File: config.mk
export PLATFORM = sky130hd
export DESIGN_NAME = tdm_demux_1_8
export DESIGN_NICKNAME = d
export VERILOG_FILES = /design/src/rtl/tdm_demux_1_8.sv
export SDC_FILE = /design/constraint.sdc
export NUM_CORES = 1
export LEC_CHECK = 0
export CAP_MARGIN = 20
export CORE_ASPECT_RATIO = 1.1
export CORE_MARGIN = 5
export CORE_UTILIZATION = 51
export DETAILED_ROUTE_END_ITERATION = 8
export PLACE_DENSITY_LB_ADDON = 0.15
export SLEW_MARGIN = 15
export SYNTH_ARGS = -nofsm -noshare
export SYNTH_HDL_FRONTEND = slang
export SYNTH_SLANG_ARGS = --single-unit
export TNS_END_PERCENT = 50
File: constraint.sdc
create_clock -name clk -period 2.33 [get_ports clk]
set_input_delay 0.466 -clock clk [delete_from_list [all_inputs] [get_ports clk]]
set_output_delay 0.466 -clock clk [all_outputs]
set_load 0.02 [all_outputs]
File: src/rtl/tdm_demux_1_8.sv
// Serial 1:8 TDM demultiplexer: locks to a channel-0 frame marker, gathers
// eight channel bits per frame and presents each complete frame in parallel.
module tdm_demux_1_8 #(
  parameter int MISS_LIMIT = 2
) (
  input  logic       clk,
  input  logic       rst,
  input  logic       din,
  input  logic       din_valid,
  input  logic       fsync,
  output logic [7:0] dout,
  output logic       dout_valid,
  output logic [2:0] slot,
  output logic       locked,
  output logic       sync_err
);

  localparam logic [2:0] LIMIT = 3'(MISS_LIMIT);

  typedef enum logic {
    HUNT,
    LOCKED
  } state_t;

  state_t     state;
  state_t     state_nx;
  logic [2:0] slot_nx;
  logic [2:0] miss;
  logic [2:0] miss_nx;
  logic [2:0] miss_inc;
  logic [7:0] staging;
  logic [7:0] staging_nx;
  logic [7:0] dout_nx;
  logic       dout_valid_nx;
  logic       sync_err_nx;

  assign miss_inc = miss + 3'd1;

  // Every channel-0 acceptance restarts staging so a discarded partial frame
  // cannot leak stale bits into the next one.
  always_comb begin
    state_nx      = state;
    slot_nx       = slot;
    staging_nx    = staging;
    miss_nx       = miss;
    dout_nx       = dout;
    dout_valid_nx = 1'b0;
    sync_err_nx   = 1'b0;
    if (din_valid) begin
      if (state == HUNT) begin
        if (fsync) begin
          staging_nx = {7'b0, din};
          slot_nx    = 3'd1;
          miss_nx    = 3'd0;
          state_nx   = LOCKED;
        end
      end else if (fsync) begin
        sync_err_nx = (slot != 3'd0);
        staging_nx  = {7'b0, din};
        slot_nx     = 3'd1;
        miss_nx     = 3'd0;
      end else if (slot == 3'd0) begin
        sync_err_nx = 1'b1;
        if (miss_inc >= LIMIT) begin
          staging_nx = 8'h00;
          slot_nx    = 3'd0;
          miss_nx    = 3'd0;
          state_nx   = HUNT;
        end else begin
          staging_nx = {7'b0, din};
          slot_nx    = 3'd1;
          miss_nx    = miss_inc;
        end
      end else begin
        staging_nx[slot] = din;
        slot_nx          = slot + 3'd1;
        if (slot == 3'd7) begin
          dout_nx       = {din, staging[6:0]};
          dout_valid_nx = 1'b1;
        end
      end
    end
  end

  always_ff @(posedge clk or posedge rst) begin
    if (rst) begin
      state      <= HUNT;
      slot       <= 3'd0;
      staging    <= 8'h00;
      miss       <= 3'd0;
      dout       <= 8'h00;
      dout_valid <= 1'b0;
      locked     <= 1'b0;
      sync_err   <= 1'b0;
    end else begin
      state      <= state_nx;
      slot       <= slot_nx;
      staging    <= staging_nx;
      miss       <= miss_nx;
      dout       <= dout_nx;
      dout_valid <= dout_valid_nx;
      locked     <= (state_nx == LOCKED);
      sync_err   <= sync_err_nx;
    end
  end

endmodule

; Word level (Yosys, flattened, before mapping)
; Index checks and enable logic that the tools add are counted.
[word_totals]
ff_bits = 25
input_bits = 5
wordCells = 55
[op_classes]
n_addsub = 2
magnitude_cmp = 3
eq_ne = 1
n_mux = 32
bitwise = 2
n_reduce_logical = 8
[op_table]
columns = cell, count
row1 = $mux 8, 4
row2 = $mux 3, 9
row3 = $mux 1, 17
row4 = $bwmux 8, 1
row5 = $add 3x1->3 const B, 2
row6 = $reduce_and 5->1, 1
row7 = $lt 3x4->1 const B, 1
row8 = $reduce_bool 2->1, 2
row9 = $demux 1 s3, 1
row10 = $eq 3x3->1 const B, 1
row11 = $ge 3x1->1 const B, 1
row12 = $ge 3x2->1 const B, 1
row13 = $logic_not 3->1, 1
row14 = $reduce_and 3->1, 1
row15 = $reduce_bool 3->1, 1
row16 = $not 1->1, 2
row17 = $reduce_and 2->1, 1
row18 = $logic_and 1x1->1, 1

; Depth between registers and ports, before layout
[depth]
depth_word = 8
mapped_depth = 8
ltp_nobuf = 8

; Worst setup path after synthesis
; OpenSTA, ideal clock, no wires.
[synth_path]
path_type = register to register
startpoint = register slot[0]
endpoint = register dout[0]
setup_ps = 125
arrival_ps = 1968
path_slack_ps = 237
stages_incl_launch_ff = 8
n_path_buf = 0
synth_period_minus_slack_ps = 2093
cell_sequence = dfrtp_1 > inv_1 > ha_1 > nor2b_2 > inv_2 > ha_1 > nand4_1 > mux2_2
[synth_between]
elab_chain_cells = 3
[synth_lines]
columns = element, line
row1 = from (decl), 13  ; output logic [2:0] slot,
row2 = from (signal assigned), 97  ; slot <= slot_nx;
row3 = $logic_not 3->1, 62  ; end else if (slot == 3'd0) begin
row4 = $not 1->1 (no line), n/a
row5 = $reduce_and 5->1 (no line) *, n/a
row6 = to (signal assigned), 100  ; dout <= dout_nx;
row7 = to (decl), 11  ; output logic [7:0] dout,
; Every way passes the cells marked *; elsewhere a longest branch is shown, timed or not.
; A chain may end at the register's enable or synchronous reset.

==> impl_metrics.ini <==
[outcome]
status = complete, no violations

[floorplanning]
core.rowCount = 18
fp.dieH_um = 60.42
initial_core_util_pct = 52.86
die_x_um = 55.84
dieArea_sq_um = 3374
io_pins = 19
core-area_sq_um = 2230

[critical_path]
cp-end-kind = output pin
reg2reg_slack_ps = 280
path_buf_inv = 1
critPathTopFamily = buffers and inverters
cp_slowest_cell = clkdlybuf4s50_1
reg2regPathDepth = 8
crit_chain = clkdlybuf4s50_1
cp_max_fo = 13
startpoint = state$_DFFE_PP0P_
arrival_ps = 1600
cp.depth = 1
r2r_end = dout[0]$_DFFE_PP0P_
crit_end = locked
slowest_delay_ps = 690
crit_type = reg2out
regToRegStartpoint = slot[0]$_DFFE_PP0P_
startpoint_type = flop
worstPathRequired_ps = 1860

[cts]
cts_tree = yes
insertion_delay_ps = 320
post-cts-setup-buffers = 0
clkSinkCount = 24
htree_levels = 1
cts_root_buf = clkbuf_4
hold_buffers = 0
path_clk_slew_ps = 140
cts.path.max_buffers = 2
cts_resized = 0
cts_inserted_buffers = 3

[sta]
whs_ps = 473.2
period_share_pct = 88.85
worst_slew_pin_slew_ps = 439.1
finalSetupViolations = 0
setup_slack_ps = 259.8
tns_ps = 0
slew_headroom_pct = 70.72
final_hold_viol_count = 0
rsz0062_at_grt = false
max_clock_freq_mhz = 483.0
fin_skew_ps = 10.54
post-route-min-period_ps = 2070
report.final.slew_viol_count = 0

[logic_synthesis]
synth_top_cell_by_area = dfrtp_1
yosys.area.top_type_share_pct = 50.96
synth_edf_count = 0
synth_fp_nets = 115
synth_area_sq_um = 1179
synth-seq-area-share_pct = 50.96
syn_area_per_cell_sq_um = 11.33
yosysWarnings = 0
synth.most_common_cell = dfrtp_1
synthCells = 104
synth.area.top_cells = dfrtp_1, mux2_2, ha_1, inv_1, o41ai_1
synth-seq-cells = 24
yosys-top-cells-count = dfrtp_1, inv_1, mux2_2
synth-main-ff-cell = dfrtp_1
yosysUniqueCellTypes = 40
async_flop_share_pct = 100.0

[pwr]
power_density_nw_per_um2 = 1028
vdd_ir_drop_max_uv = 793.7
p_leak_nw = 0.6865

[routing]
drtIter0Drc = 32
totalWireLength_um = 2337
first_pass_iters = 4
wl_per_cell_um = 14.79
via_per_inst = 5.816
drtAntennaViolNets = 0
drc = 0
vias = 919

[cells_and_area]
nets = 140
stdcell_area_sq_um = 1469
diodes = 0
drive_gt1_share_pct = 17.19
area_growth_pct = 24.63

[global_routing]
track_usage_pct = 15.43
antenna_found_initial = 0
grt_pass1_vias = 952
overflow = 0
grt_max_degree = 25
grt_pass1_wl_um = 4064

[placement]
hpwl_um = 1713
gp_congestion = 0.8635
place_area_sq_um = 1416
preCtsSetupSlack_ps = 239.8
port_buffers = 18

[job]
drv_cap = 0

[min_path]
hp-class = in2async
==> layout by cell type, fill, tap and decap left out, types with 2 or more instances in the layout <==
cell type / netlist / final
o211ai_1: 2 / 2
mux2_2: 7 / 7
a22o_1: 2 / 2
nor2b_1: 2 / 2
dfrtp_1: 24 / 24
o311ai_0: 2 / 2
buf_4: 0 / 6
nand3_1: 3 / 3
nand2_1: 5 / 5
o41ai_1: 3 / 3
clkdlybuf4s50_1: 0 / 18
o21ai_0: 5 / 5
a21oi_1: 2 / 2
inv_1: 8 / 8
nand3b_1: 2 / 2
clkbuf_4: 0 / 3
nor2_1: 4 / 4
ha_1: 6 / 6
o31ai_1: 2 / 2
==> flip-flops by register name, indices dropped and copies added (netlist names) <==
register	flops
sync_err	1
staging	7
slot	3
dout	8
miss	3
state	1
dout_valid	1
==> layout make-up <==
type,instances,area (sq um)
fill,174,760.7
sequential,24,600.6
multi-input combinational,67,519.2
timing repair buffer,24,225.2
tap,30,37.54
inverter,9,33.78
clock inverter,1,30.03
clock buffer,3,22.52
==> worst min path at each step <==
stage,cells after the start,start,to,slack [ps]
final,3,rst,dout[6]$_DFFE_PP0P_,470
after global placement,2,dout[7]$_DFFE_PP0P_,dout[7]$_DFFE_PP0P_,470
after CTS,3,rst,dout[6]$_DFFE_PP0P_,490
after global routing,3,rst,dout[5]$_DFFE_PP0P_,500
after detailed placement,2,dout[7]$_DFFE_PP0P_,dout[7]$_DFFE_PP0P_,470
after floorplan,2,staging[0]$_DFFE_PP0P_,staging[0]$_DFFE_PP0P_,450
==> metal layers <==
metal,vias up,GRT usage (%),wire [um]
met5,-,0,0
met4,0,7.797,48
met1,450,17.75,1019
met2,31,27.53,1123
li1,431,-,-
met3,7,3.617,146
==> metrics by stage <==
stage,std cells,util [%],power [mW]
finish,158,65.88,1.510
global route,158,65.88,1.602
CTS,158,65.88,1.510
detailed placement,154,63.52,1.208
global placement,154,63.52,1.192
floorplan,104,-,0.9756
==> cell families (layout without fill, tap and decap cells) <==
kind of cell / after synthesis / in the layout / synth area share (%)
DFF: 24 / 24 / 50.96
buffers and inverters: 13 / 37 / 4.989
AOI/OAI and AO/OA: 26 / 26 / 16.88
and+or+nand+nor: 26 / 26 / 12.53
xor gates and xnor gates: 1 / 1 / 0.7432
adders and majority gates: 6 / 6 / 6.369
muxes: 8 / 8 / 7.538
==> where the power goes <==
group	switching, mW	internal [mW]	total, mW	leakage, nW
combinational	0.354	0.285	0.639	0.338
clock	0.128	0.174	0.302	0.0279
sequential	0.0706	0.499	0.569	0.321
total	0.552	0.958	1.51	0.687
Note: power is estimated with default switching activity, not from simulation.
